## config.mk

```make
export PLATFORM = sky130hd
export DESIGN_NAME = branch_resolve_queue_flat
export DESIGN_NICKNAME = d
export VERILOG_FILES = /design/src/rtl/branch_resolve_queue_if.sv /design/src/rtl/branch_resolve_queue.sv /design/src/flat_wrapper.sv
export SDC_FILE = /design/constraint.sdc
export NUM_CORES = 1
export LEC_CHECK = 0
export BUFFER_PORTS_ARGS = -buffer_cell sky130_fd_sc_hd__buf_2
export CAP_MARGIN = 20
export CORE_ASPECT_RATIO = 1.4
export CORE_UTILIZATION = 40
export DETAILED_ROUTE_END_ITERATION = 12
export GPL_ROUTABILITY_DRIVEN = 0
export GPL_TIMING_DRIVEN = 0
export HOLD_SLACK_MARGIN = 0.05
export PLACE_DENSITY = 0.72
export SYNTH_ARGS = -nofsm -noshare
export SYNTH_HDL_FRONTEND = slang
export SYNTH_SLANG_ARGS = --single-unit
```

## constraint.sdc

```tcl
create_clock -name i_clk -period 3.4 [get_ports i_clk]
set_clock_uncertainty 0.1 [all_clocks]
set_input_delay 0.51 -clock i_clk [delete_from_list [all_inputs] [get_ports i_clk]]
set_output_delay 0.51 -clock i_clk [all_outputs]
set_load 0.02 [all_outputs]
```

## src/rtl/branch_resolve_queue_if.sv

```systemverilog
// Handshake bundle between predictor, branch resolve queue and branch execute.
// The slave side is the queue; the master side is whoever drives the predictions and outcomes.
interface branch_resolve_queue_if #(
  parameter int unsigned ID_W = 1
);
  logic            push_valid;
  logic            push_ready;
  logic            push_taken;
  logic [ID_W-1:0] push_branch;
  logic            push_src;
  logic            res_valid;
  logic            res_ready;
  logic            res_taken;
  logic [ID_W-1:0] res_branch;
  logic            update_valid;
  logic            update_taken;
  logic [ID_W-1:0] update_branch;
  logic            flush;
  logic [ID_W-1:0] flush_branch;

  modport slave (
    input  push_valid, push_taken, push_branch, push_src,
    input  res_valid, res_taken, res_branch,
    output push_ready, res_ready,
    output update_valid, update_taken, update_branch, flush, flush_branch
  );

  modport master (
    output push_valid, push_taken, push_branch, push_src,
    output res_valid, res_taken, res_branch,
    input  push_ready, res_ready,
    input  update_valid, update_taken, update_branch, flush, flush_branch
  );
endinterface

```

## src/rtl/branch_resolve_queue.sv

```systemverilog
// In-order queue of issued branch predictions awaiting resolution; trains the predictor,
// raises a one-cycle flush on a mispredict and keeps per-source mispredict statistics.
module branch_resolve_queue #(
  parameter int unsigned DEPTH = 4,
  parameter int unsigned ID_W  = 1,
  parameter int unsigned CNT_W = 16
) (
  input  logic                         i_clk,
  input  logic                         i_reset,
  branch_resolve_queue_if.slave        bus,
  output logic [$clog2(DEPTH+1)-1:0]   o_count,
  output logic [CNT_W-1:0]             o_resolved_cnt,
  output logic [CNT_W-1:0]             o_mispredict_cnt,
  output logic [CNT_W-1:0]             o_mispredict_global_cnt,
  output logic                         o_id_error
);
  localparam int unsigned PTR_W = $clog2(DEPTH);
  localparam int unsigned OCC_W = $clog2(DEPTH + 1);

  typedef struct packed {
    logic            taken;
    logic [ID_W-1:0] branch;
    logic            src;
  } entry_t;

  typedef enum logic [0:0] {StRun, StFlush} state_e;

  entry_t           r_mem [DEPTH];
  state_e           r_state;
  logic [PTR_W-1:0] r_wr_ptr;
  logic [PTR_W-1:0] r_rd_ptr;
  logic [OCC_W-1:0] r_count;
  logic             r_update_valid;
  logic             r_update_taken;
  logic [ID_W-1:0]  r_update_branch;
  logic             r_flush;
  logic [ID_W-1:0]  r_flush_branch;
  logic [CNT_W-1:0] r_resolved_cnt;
  logic [CNT_W-1:0] r_mispredict_cnt;
  logic [CNT_W-1:0] r_mispredict_global_cnt;
  logic             r_id_error;

  logic   w_full;
  logic   w_empty;
  logic   w_push_ready;
  logic   w_res_ready;
  logic   w_push_fire;
  logic   w_res_fire;
  logic   w_mispredict;
  entry_t w_head;

  always_comb begin
    w_full       = (r_count == OCC_W'(DEPTH));
    w_empty      = (r_count == '0);
    w_push_ready = !w_full && (r_state == StRun);
    w_res_ready  = !w_empty && (r_state == StRun);
    w_push_fire  = bus.push_valid && w_push_ready;
    w_res_fire   = bus.res_valid && w_res_ready;
    w_head       = r_mem[r_rd_ptr];
    w_mispredict = w_res_fire && (w_head.taken != bus.res_taken);
  end

  // Storage needs no reset: occupancy alone decides which entries are live.
  always_ff @(posedge i_clk) begin
    if (w_push_fire) begin
      r_mem[r_wr_ptr] <= '{taken: bus.push_taken, branch: bus.push_branch, src: bus.push_src};
    end
  end

  always_ff @(posedge i_clk) begin
    if (i_reset) begin
      r_state                 <= StRun;
      r_wr_ptr                <= '0;
      r_rd_ptr                <= '0;
      r_count                 <= '0;
      r_update_valid          <= 1'b0;
      r_update_taken          <= 1'b0;
      r_update_branch         <= '0;
      r_flush                 <= 1'b0;
      r_flush_branch          <= '0;
      r_resolved_cnt          <= '0;
      r_mispredict_cnt        <= '0;
      r_mispredict_global_cnt <= '0;
      r_id_error              <= 1'b0;
    end else begin
      r_update_valid <= w_res_fire;
      r_flush        <= w_mispredict;
      if (w_res_fire) begin
        r_update_taken  <= bus.res_taken;
        r_update_branch <= bus.res_branch;
        if (r_resolved_cnt != '1) r_resolved_cnt <= r_resolved_cnt + 1'b1;
        if (w_head.branch != bus.res_branch) r_id_error <= 1'b1;
      end
      if (w_mispredict) begin
        r_flush_branch <= w_head.branch;
        if (r_mispredict_cnt != '1) r_mispredict_cnt <= r_mispredict_cnt + 1'b1;
        if (!w_head.src && (r_mispredict_global_cnt != '1)) begin
          r_mispredict_global_cnt <= r_mispredict_global_cnt + 1'b1;
        end
      end

      case (r_state)
        StRun:   if (w_mispredict) r_state <= StFlush;
        StFlush: r_state <= StRun;
        default: r_state <= StRun;
      endcase

      // A mispredict drops every younger entry, including a same-cycle push.
      if (w_mispredict) begin
        r_wr_ptr <= '0;
        r_rd_ptr <= '0;
        r_count  <= '0;
      end else begin
        if (w_push_fire) r_wr_ptr <= r_wr_ptr + 1'b1;
        if (w_res_fire)  r_rd_ptr <= r_rd_ptr + 1'b1;
        case ({w_push_fire, w_res_fire})
          2'b10:   r_count <= r_count + 1'b1;
          2'b01:   r_count <= r_count - 1'b1;
          default: r_count <= r_count;
        endcase
      end
    end
  end

  assign bus.push_ready        = w_push_ready;
  assign bus.res_ready         = w_res_ready;
  assign bus.update_valid      = r_update_valid;
  assign bus.update_taken      = r_update_taken;
  assign bus.update_branch     = r_update_branch;
  assign bus.flush             = r_flush;
  assign bus.flush_branch      = r_flush_branch;
  assign o_count               = r_count;
  assign o_resolved_cnt        = r_resolved_cnt;
  assign o_mispredict_cnt      = r_mispredict_cnt;
  assign o_mispredict_global_cnt = r_mispredict_global_cnt;
  assign o_id_error            = r_id_error;
endmodule

```

## src/flat_wrapper.sv

```systemverilog
// flat-port wrapper written by rule: the top's interface ports become plain ports
module branch_resolve_queue_flat 
#(
  parameter int unsigned DEPTH = 4,
  parameter int unsigned ID_W  = 1,
  parameter int unsigned CNT_W = 16
)
  (i_clk, i_reset, o_count, o_resolved_cnt, o_mispredict_cnt, o_mispredict_global_cnt, o_id_error, bus_push_valid, bus_push_taken, bus_push_branch, bus_push_src, bus_res_valid, bus_res_taken, bus_res_branch, bus_push_ready, bus_res_ready, bus_update_valid, bus_update_taken, bus_update_branch, bus_flush, bus_flush_branch);
  branch_resolve_queue_if #(.ID_W(ID_W)) bus_i ();
  input  logic i_clk;
  input  logic i_reset;
  output logic [$clog2(DEPTH+1)-1:0] o_count;
  output logic [CNT_W-1:0] o_resolved_cnt;
  output logic [CNT_W-1:0] o_mispredict_cnt;
  output logic [CNT_W-1:0] o_mispredict_global_cnt;
  output logic o_id_error;
  input wire logic [$bits(bus_i.push_valid)-1:0] bus_push_valid;
  input wire logic [$bits(bus_i.push_taken)-1:0] bus_push_taken;
  input wire logic [$bits(bus_i.push_branch)-1:0] bus_push_branch;
  input wire logic [$bits(bus_i.push_src)-1:0] bus_push_src;
  input wire logic [$bits(bus_i.res_valid)-1:0] bus_res_valid;
  input wire logic [$bits(bus_i.res_taken)-1:0] bus_res_taken;
  input wire logic [$bits(bus_i.res_branch)-1:0] bus_res_branch;
  output wire logic [$bits(bus_i.push_ready)-1:0] bus_push_ready;
  output wire logic [$bits(bus_i.res_ready)-1:0] bus_res_ready;
  output wire logic [$bits(bus_i.update_valid)-1:0] bus_update_valid;
  output wire logic [$bits(bus_i.update_taken)-1:0] bus_update_taken;
  output wire logic [$bits(bus_i.update_branch)-1:0] bus_update_branch;
  output wire logic [$bits(bus_i.flush)-1:0] bus_flush;
  output wire logic [$bits(bus_i.flush_branch)-1:0] bus_flush_branch;
  assign bus_i.push_valid = bus_push_valid;
  assign bus_i.push_taken = bus_push_taken;
  assign bus_i.push_branch = bus_push_branch;
  assign bus_i.push_src = bus_push_src;
  assign bus_i.res_valid = bus_res_valid;
  assign bus_i.res_taken = bus_res_taken;
  assign bus_i.res_branch = bus_res_branch;
  assign bus_push_ready = bus_i.push_ready;
  assign bus_res_ready = bus_i.res_ready;
  assign bus_update_valid = bus_i.update_valid;
  assign bus_update_taken = bus_i.update_taken;
  assign bus_update_branch = bus_i.update_branch;
  assign bus_flush = bus_i.flush;
  assign bus_flush_branch = bus_i.flush_branch;
  branch_resolve_queue #(.DEPTH(DEPTH), .ID_W(ID_W), .CNT_W(CNT_W)) u_core (.i_clk(i_clk), .i_reset(i_reset), .bus(bus_i), .o_count(o_count), .o_resolved_cnt(o_resolved_cnt), .o_mispredict_cnt(o_mispredict_cnt), .o_mispredict_global_cnt(o_mispredict_global_cnt), .o_id_error(o_id_error));
endmodule
```

Word level (Yosys, flattened, before mapping)
Memory sizes are Yosys's and may differ from the RTL's. A register that Yosys moved wholly into a read port is not among the register bits.
Cells that the tools add are included.
{"block": "totals", "register_bits": 62, "ram_bits": 12, "input_bits": 9, "out_inout_bits": 59, "n_memories": 1}
{"block": "op_classes", "add_sub_neg": 7, "eq_ne": 8, "n_mux": 7, "bitwise": 1, "n_reduce_logical": 16}
{"name": "u_core.r_mem", "depth": 4, "width": 3, "rd": 1, "rd_ports_with_merged_regs": 1, "write_ports": 1, "line": "branch_resolve_queue.sv:28", "rtl": "entry_t r_mem [DEPTH];"}
{"cell": "16-bit by 1-bit adder with 16-bit output, second input constant", "n": 3}
{"cell": "16-bit != test, second input constant", "n": 3}
{"cell": "2-bit AND reduction", "n": 4}
{"cell": "1-bit logical AND", "n": 6}
{"cell": "3-bit case mux with 2 select lines", "n": 1}
{"cell": "2-bit by 1-bit adder with 2-bit output, second input constant", "n": 2}
{"cell": "2-bit two-way mux", "n": 2}
{"cell": "3-bit by 1-bit adder with 3-bit output, second input constant", "n": 1}
{"cell": "3-bit equality test, second input constant", "n": 1}
{"cell": "1-bit zero test", "n": 3}
{"cell": "3-bit zero test", "n": 1}
{"cell": "1-bit two-way mux", "n": 3}
{"cell": "3-bit by 1-bit subtractor with 3-bit output, second input constant", "n": 1}
{"cell": "2-bit by 1-bit equality test with 1-bit output, second input constant", "n": 1}
{"cell": "2-bit equality test, second input constant", "n": 1}
{"cell": "1-bit != test", "n": 2}
{"cell": "1-bit case mux with 2 select lines", "n": 1}
{"cell": "2-bit nonzero test", "n": 1}
{"cell": "2-bit OR reduction", "n": 1}
{"cell": "1-bit NOT", "n": 1}

Logic depth before layout (Yosys ltp)
{"block": "logic_depth", "ltp_word": 7, "depth_mapped": 11, "depth_no_buf": 11}

Worst setup path before layout
OpenSTA, ideal clock, no wires.
{"block": "synth_path", "path_type": "reg2reg", "start": "reg u_core.r_count[0], in the netlist u_core.o_count[0]", "end": "reg u_core.r_count[1], in the netlist u_core.o_count[1]", "setup_time_ns": 0.065, "arrival_time_ns": 2.326, "t_required_ns": 3.235, "setup_slack_ns": 0.909, "path_stages_with_launch": 11, "n_path_buf": 0, "synth_period_minus_slack_ns": 2.491, "path_cell_list": "dfxtp_1 > inv_1 > a31oi_1 > and2_1 > inv_1 > ha_1 > inv_1 > fa_1 > nor2_1 > a21oi_1 > nor2_1"}
{"block": "synth_via", "elab_chain_len": 6, "word_cells_on_any_way": 16, "classes_between": "add/sub: 2; eq/ne: 3; mux: 1; reduce/logical: 10"}
{"item": "from (decl)", "line": "branch_resolve_queue.sv:32", "rtl": "logic [OCC_W-1:0] r_count;"}
{"item": "from (signal assigned)", "line": "branch_resolve_queue.sv:117", "rtl": "2'b10: r_count <= r_count + 1'b1;"}
{"item": "from (signal assigned)", "line": "branch_resolve_queue.sv:118", "rtl": "2'b01: r_count <= r_count - 1'b1;"}
{"item": "from (signal assigned)", "line": "branch_resolve_queue.sv:119", "rtl": "default: r_count <= r_count;"}
{"item": "3-bit equality test *", "line": "branch_resolve_queue.sv:53", "rtl": "w_full = (r_count == OCC_W'(DEPTH));"}
{"item": "1-bit zero test *", "line": "branch_resolve_queue.sv:55", "rtl": "w_push_ready = !w_full && (r_state == StRun);"}
{"item": "1-bit logical AND *", "line": "branch_resolve_queue.sv:55"}
{"item": "named net bus_push_ready", "line": "flat_wrapper.sv:24", "rtl": "output wire logic [$bits(bus_i.push_ready)-1:0] bus_push_ready;"}
{"item": "1-bit logical AND *", "line": "branch_resolve_queue.sv:57", "rtl": "w_push_fire = bus.push_valid && w_push_ready;"}
{"item": "2-bit by 1-bit equality test with 1-bit output or 2-bit equality test (tied branches)", "line": "branch_resolve_queue.sv:116", "rtl": "case ({w_push_fire, w_res_fire})"}
{"item": "3-bit case mux with 2 select lines or 2-bit nonzero test (tied branches)"}
Mark *: on every way through the listed nets, which the timed path passes. The rest lies on a longest branch.
A chain may end at the register's enable or synchronous reset.

Worst setup path in the final report
{"block": "layout_path", "start": "reg u_core.r_count[2], in the netlist u_core.o_count[2]", "end": "reg u_core.r_count[1], in the netlist u_core.o_count[1]"}
{"block": "layout_via", "elab_chain_len": 6, "word_cells_on_any_way": 14, "classes_between": "eq/ne: 3; mux: 1; reduce/logical: 10"}
{"item": "3-bit zero test *", "line": "branch_resolve_queue.sv:54", "rtl": "w_empty = (r_count == '0);"}
{"item": "1-bit zero test *", "line": "branch_resolve_queue.sv:56", "rtl": "w_res_ready = !w_empty && (r_state == StRun);"}
{"item": "1-bit logical AND *", "line": "branch_resolve_queue.sv:56"}
{"item": "1-bit logical AND *", "line": "branch_resolve_queue.sv:58", "rtl": "w_res_fire = bus.res_valid && w_res_ready;"}
{"item": "named net u_core.w_res_fire", "line": "branch_resolve_queue.sv:48", "rtl": "logic w_res_fire;"}
{"item": "2-bit by 1-bit equality test with 1-bit output, or another cell as far along", "line": "branch_resolve_queue.sv:116"}
{"item": "3-bit case mux with 2 select lines, or another cell as far along", "line": "branch_resolve_queue.sv:116"}
Marked as above.

==> results.cfg <==
[outcome]
status = finished clean

[power_and_ir_drop]
ir_worst_vdd_mv = 0.440
p_leak_nw = 1.70
power.density_mw_per_mm2 = 606
p_total_w = 0.00259

[clocking]
numCtsBuffers = 9
cts_resized = 0
htreeDepth = 3
clk_transition_reported_paths_ns = 0.05
cts-root-buf = clkbuf_16
clock_sinks = 76
ctsHoldBuffers = 0
clock_latency_ns = 0.34
clock_path_buffers = 2
tritoncts = built
postCtsSetupBuffers = 0

[worst_setup_path]
cp.arrival_ns = 2.82
required_ns = 3.57
critical_path.most_common_cell = nor2_1
cp_cell_sequence = or3_1 > nand2_1 > clkinv_1 > clkbuf_1 > ha_1 > inv_1 > fa_1 > nor2_1 > a21oi_1 > nor2_1
cpMaxStageDelayCell = fa_1
cp-end-kind = flip-flop
crit_fanout = 10
crit_buf_inv = 3
critPathMaxStageDelay_ns = 0.41
crit_path_start_kind = flip-flop
crit_family = simple AND/OR/NAND/NOR gates
worstSetupPathType = flip-flop to flip-flop

[placement]
dpl_worst_slack_ns = 0.577
dpl-instance-area_sq_mm = 0.00397
hpwl_mm = 5.80
io_buffers = 67

[routing]
num_vias = 3020
antenna_left = 0
dr.pass1.iters = 4
viasPerCell = 5.41
drt_iter0_markers = 129
wl_per_cell_microns = 14.0
drc = 0
routed_wl_mm = 7.84

[timing]
setup_tns_ns = 0
rsz0062_at_grt = false
layout_setup_ws_ns = 0.749
slew_violations = 0
fmax_mhz = 377
setup_viol = 0
relSlewSlack_pct = 62.2
whs_ns = 0.289
post-route-min-period_ns = 2.65
tightest_slew_ns = 0.567
hold_viol = 0
fin_crit_sh_pct = 78.0

[die]
initial_core_util_pct = 41.0
rows = 40
die_h_microns = 113
die_area_sq_mm = 0.00915
io_pins = 68
core_area_sq_mm = 0.00856
die_x_microns = 81.1

[synth]
postSynthNetCount = 388
synth_area_sq_mm = 0.00351
synth.avg_cell_area_sq_um = 9.48
synth_top_area_cell = dfxtp_1
ys_seq_area_share_pct = 46.8
async_flop_share_pct = 0
synth_area_leaders = dfxtp_1, edfxtp_1, xor2_1, nor2_1, a21oi_1
ys_types = 45
syn_inst = 370
synth_common_cells = dfxtp_1, nor2_1, a21oi_1
yosys_register_bits = 76
synth_most_common_cell = dfxtp_1
synth_edf_count = 12
ys.warnings.count = 0
synth_ff_type = dfxtp_1
synth_top_area_share_pct = 36.5

[finish]
design_area_sq_mm = 0.00427
nets = 466
drive_gt1_share_pct = 19.9
fill_cells = 831
area_growth_pct = 21.9
n_antenna_cell = 0

[flow_run]
drv_cap = 0

[global_routing]
antenna_found_initial = 0
grt_pass1_wl_mm = 12.8
grt_overflow = 0
gr-usage-all-layers_pct = 18.7
grt_pass1_vias = 2810
grt_max_degree = 13

[worst_hold_path]
hold_path.class = input port to flip-flop
==> report_power, final <==
part	internal [W]	total, W	switching [W]	leakage, nW
sequential	0.00101	0.00108	0.0000679	0.627
clock	0.000602	0.000957	0.000355	0.150
combinational	0.000212	0.000558	0.000346	0.919
total	0.00182	0.00259	0.000769	1.70
==> layer usage <==
metal  global-route usage [%]  vias to the layer above  share of wire, %  wire [microns]
met2                     30.6                       77                52            4060
li1                         -                     1515                 -               -
met1                     21.3                     1419                41            3240
met3                     5.24                        9               5.2             411
met4                     10.7                        0               1.6             123
met5                        0                        -                 0               0
==> stage by stage <==
| stage | util, % | std cells |
|---|---|---|
| final | 49.9 | 558 |
| after CTS | 49.9 | 558 |
| after floorplan | - | 370 |
| after global placement | 46.4 | 542 |
| after detailed placement | 46.4 | 542 |
| after global routing | 49.9 | 558 |
==> cells in the final DEF (no fill, tap or decap), types with 6 or more instances in the layout <==
master / netlist / layout
and3_1: 12 / 12
dfxtp_1: 64 / 64
or3_1: 14 / 14
nor2_1: 40 / 40
nand2_1: 20 / 20
a21oi_1: 27 / 27
and4_1: 8 / 8
xor2_1: 21 / 21
or4_1: 9 / 9
clkbuf_16: 0 / 10
buf_2: 1 / 68
o31ai_1: 7 / 7
o211ai_1: 7 / 7
nand4_1: 13 / 13
ha_1: 8 / 8
o21ai_0: 13 / 13
nand3_1: 16 / 16
edfxtp_1: 12 / 12
xnor2_1: 6 / 6
clkbuf_1: 14 / 14
inv_1: 11 / 11
==> area by class of cell <==
class	count	area [sq um]	share of cell area, %
Clock buffer	10	250	5.85
Sequential cell	76	1640	38.4
Timing Repair Buffer	67	335	7.85
Inverter	12	45.0	1.05
Buffer	18	77.6	1.81
Multi-Input combinational cell	264	1740	40.7
Clock inverter	6	51.3	1.20
Tap cell	105	131	3.07
==> worst paths after layout <==
| check | slack [ns] | from | endpoint | cells past startpoint |
|---|---|---|---|---|
| min | 0.29 | bus_push_src | u_core.r_mem[2][0] | 1 |
| max reg2reg | 0.75 | u_core.o_count[2] | u_core.o_count[1] | 10 |
| max | 0.75 | u_core.o_count[2] | u_core.o_count[1] | 10 |
| min reg2reg | 0.36 | u_core.bus.update_branch | u_core.bus.update_branch | 2 |
==> logic make-up (layout without fill, tap and decap cells) <==
logic type	after synthesis	in the layout	synth area share, %
AO/OA/AOI/OAI	64	64	11.1
AND/OR/NAND/NOR	153	153	23.6
buffers and inverters	30	113	3.50
XOR/XNOR	29	29	7.67
flip-flops	76	76	46.8
multiplexers	9	9	3.89
adder cells (fa/ha/maj)	9	9	3.43
==> worst register-to-register path: cells and delay by family (launching register included) <==
kind	cells	cell delay [ns]
and+or+nand+nor	4	0.72
AOI/OAI and AO/OA	1	0.04
adders and majority gates	2	0.71
buffers and inverters	3	0.69
DFF	1	0.33
==> state kept, by name, summed over array words and instances (netlist names), named ones only <==
register and count:
u_core.bus.flush 1, u_core.bus.flush_branch 1, u_core.bus.update_branch 1, u_core.bus.update_taken 1, u_core.bus.update_valid 1, u_core.o_count 3, u_core.o_id_error 1, u_core.o_mispredict_cnt 16
u_core.o_mispredict_global_cnt 16, u_core.o_resolved_cnt 16, u_core.r_mem 12, u_core.r_rd_ptr 2, u_core.r_state 1, u_core.r_wr_ptr 2
Note: power is estimated with default switching activity, not from simulation.
